===== config.mk =====
export PLATFORM = sky130hd
export DESIGN_NAME = uart_param_flat
export DESIGN_NICKNAME = d
export VERILOG_FILES = /design/src/rtl/uart_param_if.sv /design/src/rtl/uart_param.sv /design/src/flat_wrapper.sv
export SDC_FILE = /design/constraint.sdc
export NUM_CORES = 1
export LEC_CHECK = 0
export ABC_AREA = 1
export CORE_MARGIN = 4
export CORE_UTILIZATION = 40
export DETAILED_ROUTE_END_ITERATION = 6
export HOLD_SLACK_MARGIN = 0.08
export PLACE_DENSITY_LB_ADDON = 0.2
export REMOVE_ABC_BUFFERS = 1
export SYNTH_ARGS = -nofsm -noshare
export SYNTH_HDL_FRONTEND = slang
export SYNTH_SLANG_ARGS = --single-unit

===== constraint.sdc =====
create_clock -name clk -period 2.27 [get_ports clk]
set_clock_uncertainty 0.2 [all_clocks]
set_input_delay 0.3405 -clock clk [delete_from_list [all_inputs] [get_ports clk]]
set_output_delay 0.3405 -clock clk [all_outputs]
set_load 0.005 [all_outputs]

===== src/rtl/uart_param_if.sv =====
// Serial pins plus TX start/busy and RX ready/error bundle for uart_param.
// slave = UART side, master = user side (loader, bench).
interface uart_param_if #(
  parameter int DATA_BITS = 8
);
  logic                 RxD;
  logic                 TxD_start;
  logic [DATA_BITS-1:0] TxD_data;
  logic                 TxD;
  logic                 TxD_busy;
  logic [DATA_BITS-1:0] RxD_data;
  logic                 RxD_data_ready;
  logic                 RxD_parity_err;
  logic                 RxD_frame_err;
  logic                 RxD_break;

  modport master (
    output RxD, TxD_start, TxD_data,
    input  TxD, TxD_busy, RxD_data,
    input  RxD_data_ready, RxD_parity_err,
    input  RxD_frame_err, RxD_break
  );

  modport slave (
    input  RxD, TxD_start, TxD_data,
    output TxD, TxD_busy, RxD_data,
    output RxD_data_ready, RxD_parity_err,
    output RxD_frame_err, RxD_break
  );
endinterface


===== src/rtl/uart_param.sv =====
// Parametrised full-duplex UART: shared oversample tick, TX FSM, voting RX.
// Ports: clk, rst (sync, active high), bus (uart_param_if.slave).
module uart_param #(
  parameter int CLK_FREQ   = 50_000_000,
  parameter int BAUD       = 115_200,
  parameter int OVERSAMPLE = 16,
  parameter int DATA_BITS  = 8,
  parameter int PARITY     = 0,
  parameter int STOP_BITS  = 1
) (
  input logic         clk,
  input logic         rst,
  uart_param_if.slave bus
);
  localparam int TDIV_RAW = CLK_FREQ / (BAUD * OVERSAMPLE);
  localparam int TICK_DIV = (TDIV_RAW < 1) ? 1 : TDIV_RAW;
  localparam int CW = (TICK_DIV > 1) ? $clog2(TICK_DIV) : 1;
  localparam int PW = $clog2(OVERSAMPLE);
  localparam int BW = 4;
  localparam logic [PW-1:0] PH_LAST = PW'(OVERSAMPLE - 1);
  localparam logic [PW-1:0] PH_S0 = PW'(OVERSAMPLE / 2 - 1);
  localparam logic [PW-1:0] PH_S1 = PW'(OVERSAMPLE / 2);
  localparam logic [PW-1:0] PH_S2 = PW'(OVERSAMPLE / 2 + 1);
  localparam logic [BW-1:0] DB_LAST = BW'(DATA_BITS - 1);
  localparam logic [BW-1:0] SB_LAST = BW'(STOP_BITS - 1);
  localparam logic ODD = (PARITY == 1);

  typedef enum logic [2:0] {
    TX_IDLE, TX_START, TX_DATA, TX_PAR, TX_STOP
  } tx_st_e;

  typedef enum logic [2:0] {
    RX_IDLE, RX_START, RX_DATA, RX_PAR, RX_STOP, RX_BRK
  } rx_st_e;

  logic [CW-1:0] tck_q, tck_d;
  logic          tick;

  tx_st_e                tx_st_q, tx_st_d;
  logic [PW-1:0]         tx_ph_q, tx_ph_d;
  logic [BW-1:0]         tx_bit_q, tx_bit_d;
  logic [DATA_BITS-1:0]  tx_sh_q, tx_sh_d;
  logic                  tx_par_q, tx_par_d;
  logic                  tx_end;
  logic                  txd;

  logic                  rx_s1_q, rx_s2_q, rx_p_q;
  rx_st_e                rx_st_q, rx_st_d;
  logic [PW-1:0]         rx_ph_q, rx_ph_d;
  logic [BW-1:0]         rx_bit_q, rx_bit_d;
  logic [DATA_BITS-1:0]  rx_sh_q, rx_sh_d;
  logic [1:0]            rx_smp_q, rx_smp_d;
  logic                  rx_nz_q, rx_nz_d;
  logic                  rx_pe_q, rx_pe_d;
  logic                  rx_fe_q, rx_fe_d;
  logic [DATA_BITS-1:0]  dat_q, dat_d;
  logic                  ope_q, ope_d;
  logic                  ofe_q, ofe_d;
  logic                  rdy_q, rdy_d;
  logic                  rx_end, rx_vt, rx_fall, vote;
  logic                  fe_nx, nz_nx;

  always_ff @(posedge clk) begin
    if (rst) begin
      tck_q    <= '0;
      tx_st_q  <= TX_IDLE;
      tx_ph_q  <= '0;
      tx_bit_q <= '0;
      tx_sh_q  <= '0;
      tx_par_q <= 1'b0;
      rx_s1_q  <= 1'b1;
      rx_s2_q  <= 1'b1;
      rx_p_q   <= 1'b1;
      rx_st_q  <= RX_IDLE;
      rx_ph_q  <= '0;
      rx_bit_q <= '0;
      rx_sh_q  <= '0;
      rx_smp_q <= '0;
      rx_nz_q  <= 1'b0;
      rx_pe_q  <= 1'b0;
      rx_fe_q  <= 1'b0;
      dat_q    <= '0;
      ope_q    <= 1'b0;
      ofe_q    <= 1'b0;
      rdy_q    <= 1'b0;
    end else begin
      tck_q    <= tck_d;
      tx_st_q  <= tx_st_d;
      tx_ph_q  <= tx_ph_d;
      tx_bit_q <= tx_bit_d;
      tx_sh_q  <= tx_sh_d;
      tx_par_q <= tx_par_d;
      rx_s1_q  <= bus.RxD;
      rx_s2_q  <= rx_s1_q;
      rx_p_q   <= rx_s2_q;
      rx_st_q  <= rx_st_d;
      rx_ph_q  <= rx_ph_d;
      rx_bit_q <= rx_bit_d;
      rx_sh_q  <= rx_sh_d;
      rx_smp_q <= rx_smp_d;
      rx_nz_q  <= rx_nz_d;
      rx_pe_q  <= rx_pe_d;
      rx_fe_q  <= rx_fe_d;
      dat_q    <= dat_d;
      ope_q    <= ope_d;
      ofe_q    <= ofe_d;
      rdy_q    <= rdy_d;
    end
  end

  always_comb begin
    tick  = (tck_q == CW'(TICK_DIV - 1));
    tck_d = tick ? '0 : tck_q + 1'b1;
  end

  always_comb begin
    tx_st_d  = tx_st_q;
    tx_bit_d = tx_bit_q;
    tx_sh_d  = tx_sh_q;
    tx_par_d = tx_par_q;
    tx_end   = tick && (tx_ph_q == PH_LAST);
    tx_ph_d  = tx_end ? '0 : (tick ? tx_ph_q + 1'b1 : tx_ph_q);
    unique case (tx_st_q)
      TX_IDLE: begin
        tx_ph_d = '0;
        if (bus.TxD_start) begin
          tx_st_d  = TX_START;
          tx_bit_d = '0;
          tx_sh_d  = bus.TxD_data;
          tx_par_d = ^bus.TxD_data ^ ODD;
        end
      end
      TX_START: if (tx_end) tx_st_d = TX_DATA;
      TX_DATA: begin
        if (tx_end) begin
          tx_sh_d = tx_sh_q >> 1;
          if (tx_bit_q == DB_LAST) begin
            tx_bit_d = '0;
            tx_st_d  = (PARITY != 0) ? TX_PAR : TX_STOP;
          end else begin
            tx_bit_d = tx_bit_q + 1'b1;
          end
        end
      end
      TX_PAR: if (tx_end) tx_st_d = TX_STOP;
      TX_STOP: begin
        if (tx_end) begin
          if (tx_bit_q == SB_LAST) tx_st_d = TX_IDLE;
          else tx_bit_d = tx_bit_q + 1'b1;
        end
      end
      default: tx_st_d = TX_IDLE;
    endcase
  end

  always_comb begin
    case (tx_st_q)
      TX_START: txd = 1'b0;
      TX_DATA:  txd = tx_sh_q[0];
      TX_PAR:   txd = tx_par_q;
      default:  txd = 1'b1;
    endcase
  end

  assign bus.TxD      = txd;
  assign bus.TxD_busy = (tx_st_q != TX_IDLE);

  // Samples at OS/2-1 and OS/2 are stored; the vote happens at OS/2+1
  // using the live synchronised line as the third sample.
  always_comb begin
    rx_st_d  = rx_st_q;
    rx_bit_d = rx_bit_q;
    rx_sh_d  = rx_sh_q;
    rx_smp_d = rx_smp_q;
    rx_nz_d  = rx_nz_q;
    rx_pe_d  = rx_pe_q;
    rx_fe_d  = rx_fe_q;
    dat_d    = dat_q;
    ope_d    = ope_q;
    ofe_d    = ofe_q;
    rdy_d    = 1'b0;
    rx_fall  = rx_p_q & ~rx_s2_q;
    rx_end   = tick && (rx_ph_q == PH_LAST);
    rx_vt    = tick && (rx_ph_q == PH_S2);
    vote     = (rx_smp_q[1] & rx_smp_q[0]) |
               (rx_smp_q[1] & rx_s2_q) |
               (rx_smp_q[0] & rx_s2_q);
    fe_nx    = rx_fe_q | ~vote;
    nz_nx    = rx_nz_q | vote;
    rx_ph_d  = rx_end ? '0 : (tick ? rx_ph_q + 1'b1 : rx_ph_q);
    if (tick && (rx_ph_q == PH_S0 || rx_ph_q == PH_S1))
      rx_smp_d = {rx_smp_q[0], rx_s2_q};
    unique case (rx_st_q)
      RX_IDLE: begin
        rx_ph_d = '0;
        if (rx_fall) begin
          rx_st_d  = RX_START;
          rx_bit_d = '0;
          rx_nz_d  = 1'b0;
          rx_pe_d  = 1'b0;
          rx_fe_d  = 1'b0;
        end
      end
      RX_START: begin
        if (rx_vt && vote) rx_st_d = RX_IDLE;
        else if (rx_end) rx_st_d = RX_DATA;
      end
      RX_DATA: begin
        if (rx_vt) begin
          rx_sh_d = {vote, rx_sh_q[DATA_BITS-1:1]};
          rx_nz_d = nz_nx;
        end
        if (rx_end) begin
          if (rx_bit_q == DB_LAST) begin
            rx_bit_d = '0;
            rx_st_d  = (PARITY != 0) ? RX_PAR : RX_STOP;
          end else begin
            rx_bit_d = rx_bit_q + 1'b1;
          end
        end
      end
      RX_PAR: begin
        if (rx_vt) begin
          rx_pe_d = vote ^ (^rx_sh_q) ^ ODD;
          rx_nz_d = nz_nx;
        end
        if (rx_end) rx_st_d = RX_STOP;
      end
      RX_STOP: begin
        if (rx_vt) begin
          rx_fe_d = fe_nx;
          rx_nz_d = nz_nx;
          if (rx_bit_q == SB_LAST) begin
            dat_d   = rx_sh_q;
            ope_d   = rx_pe_q;
            ofe_d   = fe_nx;
            rdy_d   = 1'b1;
            // An all-zero frame is reported once, then held off as a break.
            rx_st_d = nz_nx ? RX_IDLE : RX_BRK;
          end
        end
        if (rx_end) rx_bit_d = rx_bit_q + 1'b1;
      end
      RX_BRK: begin
        rx_ph_d = '0;
        if (rx_s2_q) rx_st_d = RX_IDLE;
      end
      default: rx_st_d = RX_IDLE;
    endcase
  end

  assign bus.RxD_data       = dat_q;
  assign bus.RxD_data_ready = rdy_q;
  assign bus.RxD_parity_err = ope_q;
  assign bus.RxD_frame_err  = ofe_q;
  assign bus.RxD_break      = (rx_st_q == RX_BRK);
endmodule

===== src/flat_wrapper.sv =====
// flat-port wrapper written by rule: the top's interface ports become plain ports
module uart_param_flat 
#(
  parameter int CLK_FREQ   = 50_000_000,
  parameter int BAUD       = 115_200,
  parameter int OVERSAMPLE = 16,
  parameter int DATA_BITS  = 8,
  parameter int PARITY     = 0,
  parameter int STOP_BITS  = 1
)
  (clk, rst, bus_RxD, bus_TxD_start, bus_TxD_data, bus_TxD, bus_TxD_busy, bus_RxD_data, bus_RxD_data_ready, bus_RxD_parity_err, bus_RxD_frame_err, bus_RxD_break);
  uart_param_if #(.DATA_BITS(DATA_BITS)) bus_i ();
  input logic clk;
  input logic rst;
  input wire logic [$bits(bus_i.RxD)-1:0] bus_RxD;
  input wire logic [$bits(bus_i.TxD_start)-1:0] bus_TxD_start;
  input wire logic [$bits(bus_i.TxD_data)-1:0] bus_TxD_data;
  output wire logic [$bits(bus_i.TxD)-1:0] bus_TxD;
  output wire logic [$bits(bus_i.TxD_busy)-1:0] bus_TxD_busy;
  output wire logic [$bits(bus_i.RxD_data)-1:0] bus_RxD_data;
  output wire logic [$bits(bus_i.RxD_data_ready)-1:0] bus_RxD_data_ready;
  output wire logic [$bits(bus_i.RxD_parity_err)-1:0] bus_RxD_parity_err;
  output wire logic [$bits(bus_i.RxD_frame_err)-1:0] bus_RxD_frame_err;
  output wire logic [$bits(bus_i.RxD_break)-1:0] bus_RxD_break;
  assign bus_i.RxD = bus_RxD;
  assign bus_i.TxD_start = bus_TxD_start;
  assign bus_i.TxD_data = bus_TxD_data;
  assign bus_TxD = bus_i.TxD;
  assign bus_TxD_busy = bus_i.TxD_busy;
  assign bus_RxD_data = bus_i.RxD_data;
  assign bus_RxD_data_ready = bus_i.RxD_data_ready;
  assign bus_RxD_parity_err = bus_i.RxD_parity_err;
  assign bus_RxD_frame_err = bus_i.RxD_frame_err;
  assign bus_RxD_break = bus_i.RxD_break;
  uart_param #(.CLK_FREQ(CLK_FREQ), .BAUD(BAUD), .OVERSAMPLE(OVERSAMPLE), .DATA_BITS(DATA_BITS), .PARITY(PARITY), .STOP_BITS(STOP_BITS)) u_core (.clk(clk), .rst(rst), .bus(bus_i));
endmodule

# After elaboration in Yosys (flattened, before gate mapping)
# Cells that the tools add are included.
# W data, S select, Z words.
[classes]
n_addsub = 5
n_eq_ne = 36
n_mux = 42
bitwise_logic = 13
n_reduce_logical = 35
[ops]
columns = ["op", "count"]
rows = [
  ["$mux W3", 17],
  ["$mux W4", 9],
  ["$ne A2 B1 Y1 const B", 16],
  ["$pmux W4 S3", 2],
  ["$pmux W3 S6", 1],
  ["$add A4 B1 Y4 const B", 4],
  ["$eq A4 B4 Y1 const B", 4],
  ["$mux W8", 2],
  ["$pmux W8 S2", 1],
  ["$reduce_xor A8 Y1", 2],
  ["$pmux W3 S5", 1],
  ["$reduce_and A3 Y1", 5],
  ["$eq A3 B2 Y1 const B", 4],
  ["$eq A4 B3 Y1 const B", 3],
  ["$eq A3 B3 Y1 const B", 3],
  ["$reduce_bool A3 Y1", 3],
  ["$reduce_or A3 Y1", 3],
  ["$logic_not A4 Y1", 2],
  ["$reduce_and A8 Y1", 1],
  ["$reduce_bool A2 Y1", 4],
  ["$reduce_and A7 Y1", 1],
  ["$eq A3 B1 Y1 const B", 2],
  ["$logic_not A3 Y1", 2],
  ["$pmux W1 S2", 3],
  ["other kinds (17)", 36],
]
[word_totals]
ff_bits = 63
inputBits = 12
output_inout_bits = 14

# Longest topological paths before layout
# Gate-level depths: netlist of the first run.
[depth]
depth_word = 8
mapped_depth = 12
depth_no_buf = 12

# Least setup slack after synthesis of the first run
# OpenSTA, ideal clock, no wires.
[synth_path]
path_kind = "register to register"
startpoint = "register u_core.tck_q[0]"
endpoint = "register u_core.rx_sh_q[7]"
t_arrival_ps = 1380
setup_slack_ps = 570
stages_incl_launch_ff = 11
n_path_buf = 1
synth_period_minus_slack_ps = 1700
path_cell_list = "dfxtp_1 inv_1 ha_1 nand2_1 nor2_4 nand2_2 inv_2 nand2_2 buf_4 o21ai_0 a21oi_1"
[synth_via]
elab_chain_len = 3
[synth_lines]
columns = ["item", "line", "source"]
rows = [
  ["from (decl)", "uart_param.sv:36", "logic [CW-1:0] tck_q, tck_d;"],
  ["from (signal assigned)", "uart_param.sv:87", "tck_q <= tck_d;"],
  ["$eq A5 B5 Y1", "uart_param.sv:112", "tick = (tck_q == CW'(TICK_DIV - 1));"],
  ["$logic_and A1 B1 Y1", "uart_param.sv:184", "rx_vt = tick && (rx_ph_q == PH_S2);"],
  ["$reduce_and A2 Y1 (no line)", "-", ""],
  ["to (signal assigned)", "uart_param.sv:99", "rx_sh_q <= rx_sh_d;"],
  ["to (decl)", "uart_param.sv:51", "logic [DATA_BITS-1:0] rx_sh_q, rx_sh_d;"],
]
# Every way passes these cells.
# A chain may end at the register's enable or synchronous reset.

# Worst setup path after layout of the first run
[layout_path]
startpoint = "register u_core.rx_st_q[2]"
endpoint = "output port bus_RxD_break"
[layout_via]
elab_chain_len = 1
[layout_lines]
columns = ["item", "line", "source"]
rows = [
  ["from (decl)", "uart_param.sv:48", "rx_st_e rx_st_q, rx_st_d;"],
  ["from (signal assigned)", "uart_param.sv:96", "rx_st_q <= rx_st_d;"],
  ["$eq A3 B3 Y1", "uart_param.sv:256", "assign bus.RxD_break = (rx_st_q == RX_BRK);"],
  ["to (decl)", "flat_wrapper.sv:24", "output wire logic [$bits(bus_i.RxD_break)-1:0] bus_RxD_break;"],
]
# Every way passes these cells.

==> results of run 1 <==
[state kept, by name, summed over array words and instances, names as in the netlist, 2 cells and up]
register,count
u_core.tx_sh_q,8
u_core.rx_smp_q,2
u_core.rx_sh_q,8
u_core.tck_q,5
u_core.rx_st_q,3
u_core.tx_ph_q,4
u_core.rx_bit_q,4
u_core.bus.RxD_data,8
u_core.tx_bit_q,4
u_core.tx_st_q,3
u_core.rx_ph_q,4
[worst paths after layout]
| check | from | end | slack (ns) | cells past startpoint |
|---|---|---|---|---|
| worst min-delay path | u_core.rx_s1_q$_SDFF_PP1_ | u_core.rx_s2_q$_SDFF_PP1_ | 0.22 | 1 |
| worst max-delay path | u_core.rx_st_q[2]$_SDFFE_PP0P_ | bus_RxD_break | 0.15 | 3 |
| worst min register to register | u_core.rx_s1_q$_SDFF_PP1_ | u_core.rx_s2_q$_SDFF_PP1_ | 0.22 | 1 |
| worst max register to register | u_core.tck_q[0]$_SDFF_PP0_ | u_core.tx_bit_q[2]$_SDFFE_PP0P_ | 0.29 | 10 |
[cells by family after synthesis]
family / count (synthesis) / synth area share [%]
compound gates: 89 / 14.40
fa+ha+maj: 10 / 3.820
simple gates: 231 / 31.36
buf+inv: 70 / 8.709
flops: 63 / 38.50
xor+xnor: 12 / 3.209
[placed cells by master, fill, tap and decap left out, types with 2 or more instances in the layout]
cell type,n
clkdlybuf4s50_1,24
buf_4,5
o21ai_0,36
nand4_1,6
inv_1,53
bufinv_16,2
xnor2_1,6
o21ai_1,4
nor2_2,6
ha_1,10
xor2_1,6
nand2_1,132
or2_2,3
nand2_2,9
nor3_1,4
dfxtp_1,62
nor2_1,35
nand3_1,27
a31oi_1,8
clkbuf_8,11
a21oi_1,36
inv_2,7
clkinvlp_4,2
nor3_2,2
[stage by stage]
step	util (%)	hold WS, ns	power [µW]
after global placement	46.52	0.1999	3126
after detailed placement	46.52	0.2068	3163
after floorplan	-	0.1895	2747
final	49.54	0.2159	4261
after global routing	49.54	0.2339	4635
after CTS	49.47	0.2227	4290
[routing by layer]
layer	track usage [%]	part of all wire, %
met1	17.70	47
met2	25.95	48
met3	4.529	3.9
met4	4.727	1.7
met5	0	0
[layout make-up]
type	count	area [µm²]
clock buffers	11	151.4
flip-flops and latches	63	1262
repair buffers	31	306.5
multi-input cells	342	1734
well taps	102	127.6
inverters	60	225.2
clock inverters	5	80.08
fillers	801	3960
[timing repair]
item,4_1_cts,5_1_grt
endpoints found under the setup margin,2,1
gates resized for setup,2,1
endpoints found under the hold margin,0,0
[power groups by stage]
stage               clock network, µW  logic [µW]  registers [µW]
floorplan                           0        1340            1410
global placement                    0        1690            1430
detailed placement                  0        1720            1440
CTS                              1150        1730            1420
global route                     1190        2000            1450
finish                           1120        1720            1420
==> out/qor.txt, run 1 <==
GR Overflow Total: 0
Nets: 529
RePlAce Congestion: 0.7953
Vias in the first global route: 2921
Worst-skew pair later-pin latency: 0.34 ns
Avg WL per Cell: 11.14 µm
CTS tree: done
First-pass GRT wire length: 12.22 mm
Initial Util: 41.74%
All-Layer GR Usage: 14.96%
Power Density: 1096 nW/µm²
Number of H-tree levels: 3
Synth cell types: 35
Switching Share: 39.86%
Tcrit/Tclk final: 93.29%
DP Wirelength: 5.076 mm
Final WS setup: 0.1524 ns
Status: finished, final reports clean
WP data arrival: 1.58 ns
Worst Setup Path Type: flop to output pin
CTS buffer count: 9
Synthesis Warnings: 0
Place WS: 0.2742 ns
Clk buf depth: 2
CP Cell Sequence: inv_2, nor3_2, clkdlybuf4s50_1
Synth top area share: 38.50%
Worst setup SP type: flop
Share of layout cells above drive strength 1: 11.33%
Total I/O pin count: 26
Clock sinks: 63
Post-synthesis sequential element count: 63
I/O Buffers: 25
Cell Area, Placed: 3651 µm²
DIE AREA: 9701 µm²
Fin crit period: 2.118 ns
Final Slew Violations: 0
Non-Filler Instances: 614
Final setup vio count: 0
Critical path's largest stage delay: 0.54 ns
Fin area: 3887 µm²
Combinational fraction of design power: 40.4%
RSZ-0062 raised after global routing: false
Synth Flop Type: dfxtp_1
Die X: 98.50 µm
Register area share after synthesis: 38.50%
Top post-synthesis cells by area: dfxtp_1 (39%), nand2_1 (15%), inv_1 (6.1%)
Crit path max-delay cell type: clkdlybuf4s50_1
CP max FO: 7
CTS clk-pin slew, worst paths: 0.07 ns
# DRC: 0
Site Rows: 32
Internal power: 2563 µW
First-pass detailed-route iteration total: 4
Die H: 98.50 µm
MaxCap Viol Count: 0
Largest delay contributor family on the critical path: buffers and inverters
Worst rel slew slack: 73.81%
Switching power total: 1699 µW
Area leader, netlist: dfxtp_1
Fmax: 472.2 MHz
Core footprint: 7848 µm²
Synth top cells by count: nand2_1 (132), dfxtp_1 (63), inv_1 (53)
Vias per inst: 4.912
Most common cell in the netlist: nand2_1
Critical path buffer and inverter count: 2
Area growth syn-to-layout: 18.68%
Antenna cells: 0
DP Cell Count: 598
Syn Std Cell Area: 3276 µm²
Final hold vios: 0
Mean Syn Cell Area: 6.896 µm²
DRT Wirelength: 6.841 mm
Leakage: 0.001700 µW
Post-synth ARST share: 0%
Critical path required time: 1.73 ns
CTS Hold Buffers Added: 0
Post-route ant nets: 0
Via count: 3016
Clock power share: 26.2%
Post-CTS Setup Bufs: 0
EDFF count, synth: 0
Max IR drop VDD: 0.0007030 V
DR iter-0 viols: 109
Total negative slack: 0 ns
Clk root buf: clkbuf_8
Initial antenna violation count: 0
Post-Synthesis Cells: 475
Flop pwr share: 33.4%
Largest net degree at the start of global routing: 42
Worst Tran Pin Value: 0.3887 ns
Worst min-delay path category: flop to flop
Endpoint type of the worst setup path: output pin
Note: power is estimated with default switching activity, not from simulation.
==> inputs of run 2 (changes only) <==
--- a/config.mk
+++ b/config.mk
@@ -8,6 +8,7 @@
 export ABC_AREA = 1
 export CORE_MARGIN = 4
 export CORE_UTILIZATION = 40
+export CTS_CLUSTER_SIZE = 12
 export DETAILED_ROUTE_END_ITERATION = 6
 export HOLD_SLACK_MARGIN = 0.08
 export PLACE_DENSITY_LB_ADDON = 0.2
==> results of run 2 <==
No change in the layout: final DEF, timing and power equal those of run 1.
==> inputs of run 3 (changes only) <==
--- a/config.mk
+++ b/config.mk
@@ -11,8 +11,8 @@
 export CTS_CLUSTER_SIZE = 12
 export DETAILED_ROUTE_END_ITERATION = 6
 export HOLD_SLACK_MARGIN = 0.08
-export PLACE_DENSITY_LB_ADDON = 0.2
 export REMOVE_ABC_BUFFERS = 1
+export SLEW_MARGIN = 20
 export SYNTH_ARGS = -nofsm -noshare
 export SYNTH_HDL_FRONTEND = slang
 export SYNTH_SLANG_ARGS = --single-unit
==> run 3 against run 2 <==
  * Global-route usage fell by 0.26 points
  * Power fell by 0.63%
  * Via count fell by 2.4%
  * First-iteration DRC count rose by 7.3%
  * Non-clock buffer count did not move
  * Critical path depth rose by 2
  * Register-to-register slack improved by 0.03 ns
  * Sequential share of layout area rose by 0.095 points
  * Worst hold slack improved by 0.0051 ns
  * Largest power group unchanged
  * Final area fell by 0.19%
  * Largest cell class unchanged
  * Sequential power barely moved
==> out/qor.txt, run 3 (same netlist as run 1, synthesis figures left out) <==
RSZ-0062 raised after global routing: false
Final Slew Violations: 0
Vias in the first global route: 2771
Post-route ant nets: 0
RePlAce Congestion: 0.8066
CTS tree: done
Critical path required time: 1.73 ns
Largest net degree at the start of global routing: 42
Flop pwr share: 33.6%
CTS clk-pin slew, worst paths: 0.07 ns
Vias per inst: 4.796
CTS Hold Buffers Added: 0
Worst-skew pair later-pin latency: 0.34 ns
Initial Util: 41.74%
DP Wirelength: 4.923 mm
Worst R2R Start: u_core.tck_q[0]$_SDFF_PP0_
Combinational fraction of design power: 40.6%
Power Density: 1091 nW/µm²
Total negative slack: 0 ns
Post-CTS Setup Bufs: 0
DRT Wirelength: 6.671 mm
Leakage: 0.001698 µW
Area growth syn-to-layout: 18.45%
Via count: 2945
Core footprint: 7848 µm²
Hold_sp: u_core.rx_s1_q$_SDFF_PP1_
Worst Tran Pin Value: 0.4116 ns
I/O Buffers: 25
Number of H-tree levels: 3
Layout fillers: 811
Avg WL per Cell: 10.86 µm
Multi-input logic area: 1734 µm²
Reg-to-Reg End: u_core.bus.RxD_parity_err$_SDFFE_PP0P_
Status: finished, final reports clean
Fmax: 473.4 MHz
Commonest non-fill, non-tap cells in the layout: nand2_1 (132), dfxtp_1 (61), inv_1 (53), a21oi_1 (36), o21ai_0 (36)
First-pass detailed-route iteration total: 4
Worst min-delay path category: flop to flop
Final hold vios: 0
All-Layer GR Usage: 14.70%
WP data arrival: 1.57 ns
Switching power total: 1695 µW
Worst Reg-to-Reg Cells: 9
Register area: 1264 µm²
Worst rel slew slack: 72.27%
Antenna cells: 0
Die H: 98.50 µm
First-pass GRT wire length: 12.04 mm
DP Cell Count: 598
Min-Delay Endpoint: u_core.rx_s2_q$_SDFF_PP1_
Internal power: 2539 µW
CP max FO: 5
Worst R2R Setup Slack: 0.32 ns
Clock power share: 25.8%
Die X: 98.50 µm
Clock sinks: 63
GR Overflow Total: 0
DR iter-0 viols: 117
Worst setup SP type: flop
MaxCap Viol Count: 0
Commonest non-fill, non-tap cell in the layout: nand2_1
Initial antenna violation count: 0
Worst Hold Path Cells: 1
Fin crit period: 2.112 ns
# DRC: 0
Share of layout cells above drive strength 1: 11.33%
Endpoint type of the worst setup path: output pin
CTS buffer count: 9
Clk buf depth: 2
Final setup vio count: 0
DIE AREA: 9701 µm²
Max IR drop VDD: 0.0007140 V
Worst Setup Path Type: flop to output pin
Non-Filler Instances: 614
Total I/O pin count: 26
Tcrit/Tclk final: 93.06%
Total chip power: 4234 µW
Clk root buf: clkbuf_8
Site Rows: 32
Nets: 529
Switching Share: 40.03%
[run 3: cell types whose count changed in the layout (fill, tap and decap cells not counted)]
cell,previous run,this run
clkbuf_1,0,1
clkbuf_8,11,10
clkinv_4,0,1
clkinvlp_4,2,1
dfxtp_1,62,61
dfxtp_2,1,2
[run 3: how the worst max path moves through the flow]
stage	startpoint	endpoint	cells past startpoint
after detailed placement	u_core.rx_st_q[2]$_SDFFE_PP0P_	bus_RxD_break	3
after global placement	u_core.tx_st_q[1]$_SDFFE_PP0P_	bus_TxD	7
after floorplan	u_core.tck_q[0]$_SDFF_PP0_	u_core.bus.RxD_data[0]$_SDFFE_PP0P_	8
final	u_core.tx_st_q[0]$_SDFFE_PP0P_	bus_TxD_busy	5
after global routing	u_core.tx_st_q[1]$_SDFFE_PP0P_	bus_TxD	7
after CTS	u_core.rx_st_q[2]$_SDFFE_PP0P_	bus_RxD_break	3
[run 3: power groups by stage]
stage | registers [µW] | clock network, µW | logic (µW)
after floorplan | 1410 | 0 | 1340
final | 1420 | 1090 | 1720
after CTS | 1420 | 1120 | 1730
after global routing | 1450 | 1170 | 1990
after global placement | 1430 | 0 | 1700
after detailed placement | 1440 | 0 | 1720
[run 3: critical path, cell delays in order, from the launching register on]
cell,delay (ns)
dfxtp_1,0.32
inv_1,0.13
nand2_1,0.12
nor2_2,0.17
inv_1,0.06
clkdlybuf4s50_1,0.44
[run 3: final cells by class]
class | count | area share, %
Tap cell | 102 | 3.289
Sequential cell | 63 | 32.57
Clock buffer | 11 | 3.644
Multi-Input combinational cell | 342 | 44.70
Timing Repair Buffer | 31 | 7.901
Inverter | 60 | 5.805
Clock inverter | 5 | 2.096
[run 3: stage by stage]
stage          setup slack, ns  utilization, %  hold WS [ns]  cell area [µm²]
2_1_floorplan           0.4290               -        0.1895             3216
3_3_place_gp            0.3383           46.52        0.1993             3651
3_5_place_dp            0.3093           46.52        0.2049             3651
4_1_cts                0.03198           49.36        0.2256             3874
5_1_grt                0.03614           49.44        0.2419             3880
6_report                0.1576           49.44        0.2210             3880
[run 3: per-layer routing]
layer | vias to the layer above | routed length, µm | GRT usage [%]
met5 | - | 0 | 0
met4 | 0 | 87 | 5.987
met3 | 8 | 182 | 2.619
met2 | 30 | 3040 | 24.02
met1 | 1314 | 3360 | 19.17
li1 | 1593 | - | -
[run 3: repair_timing]
action / 4_1_cts / 5_1_grt
endpoints found under the setup margin: 2 / 2
pin swaps: 0 / 0
gates cloned: 0 / 0
endpoints found under the hold margin: 0 / 0
gates resized for setup: 2 / 2
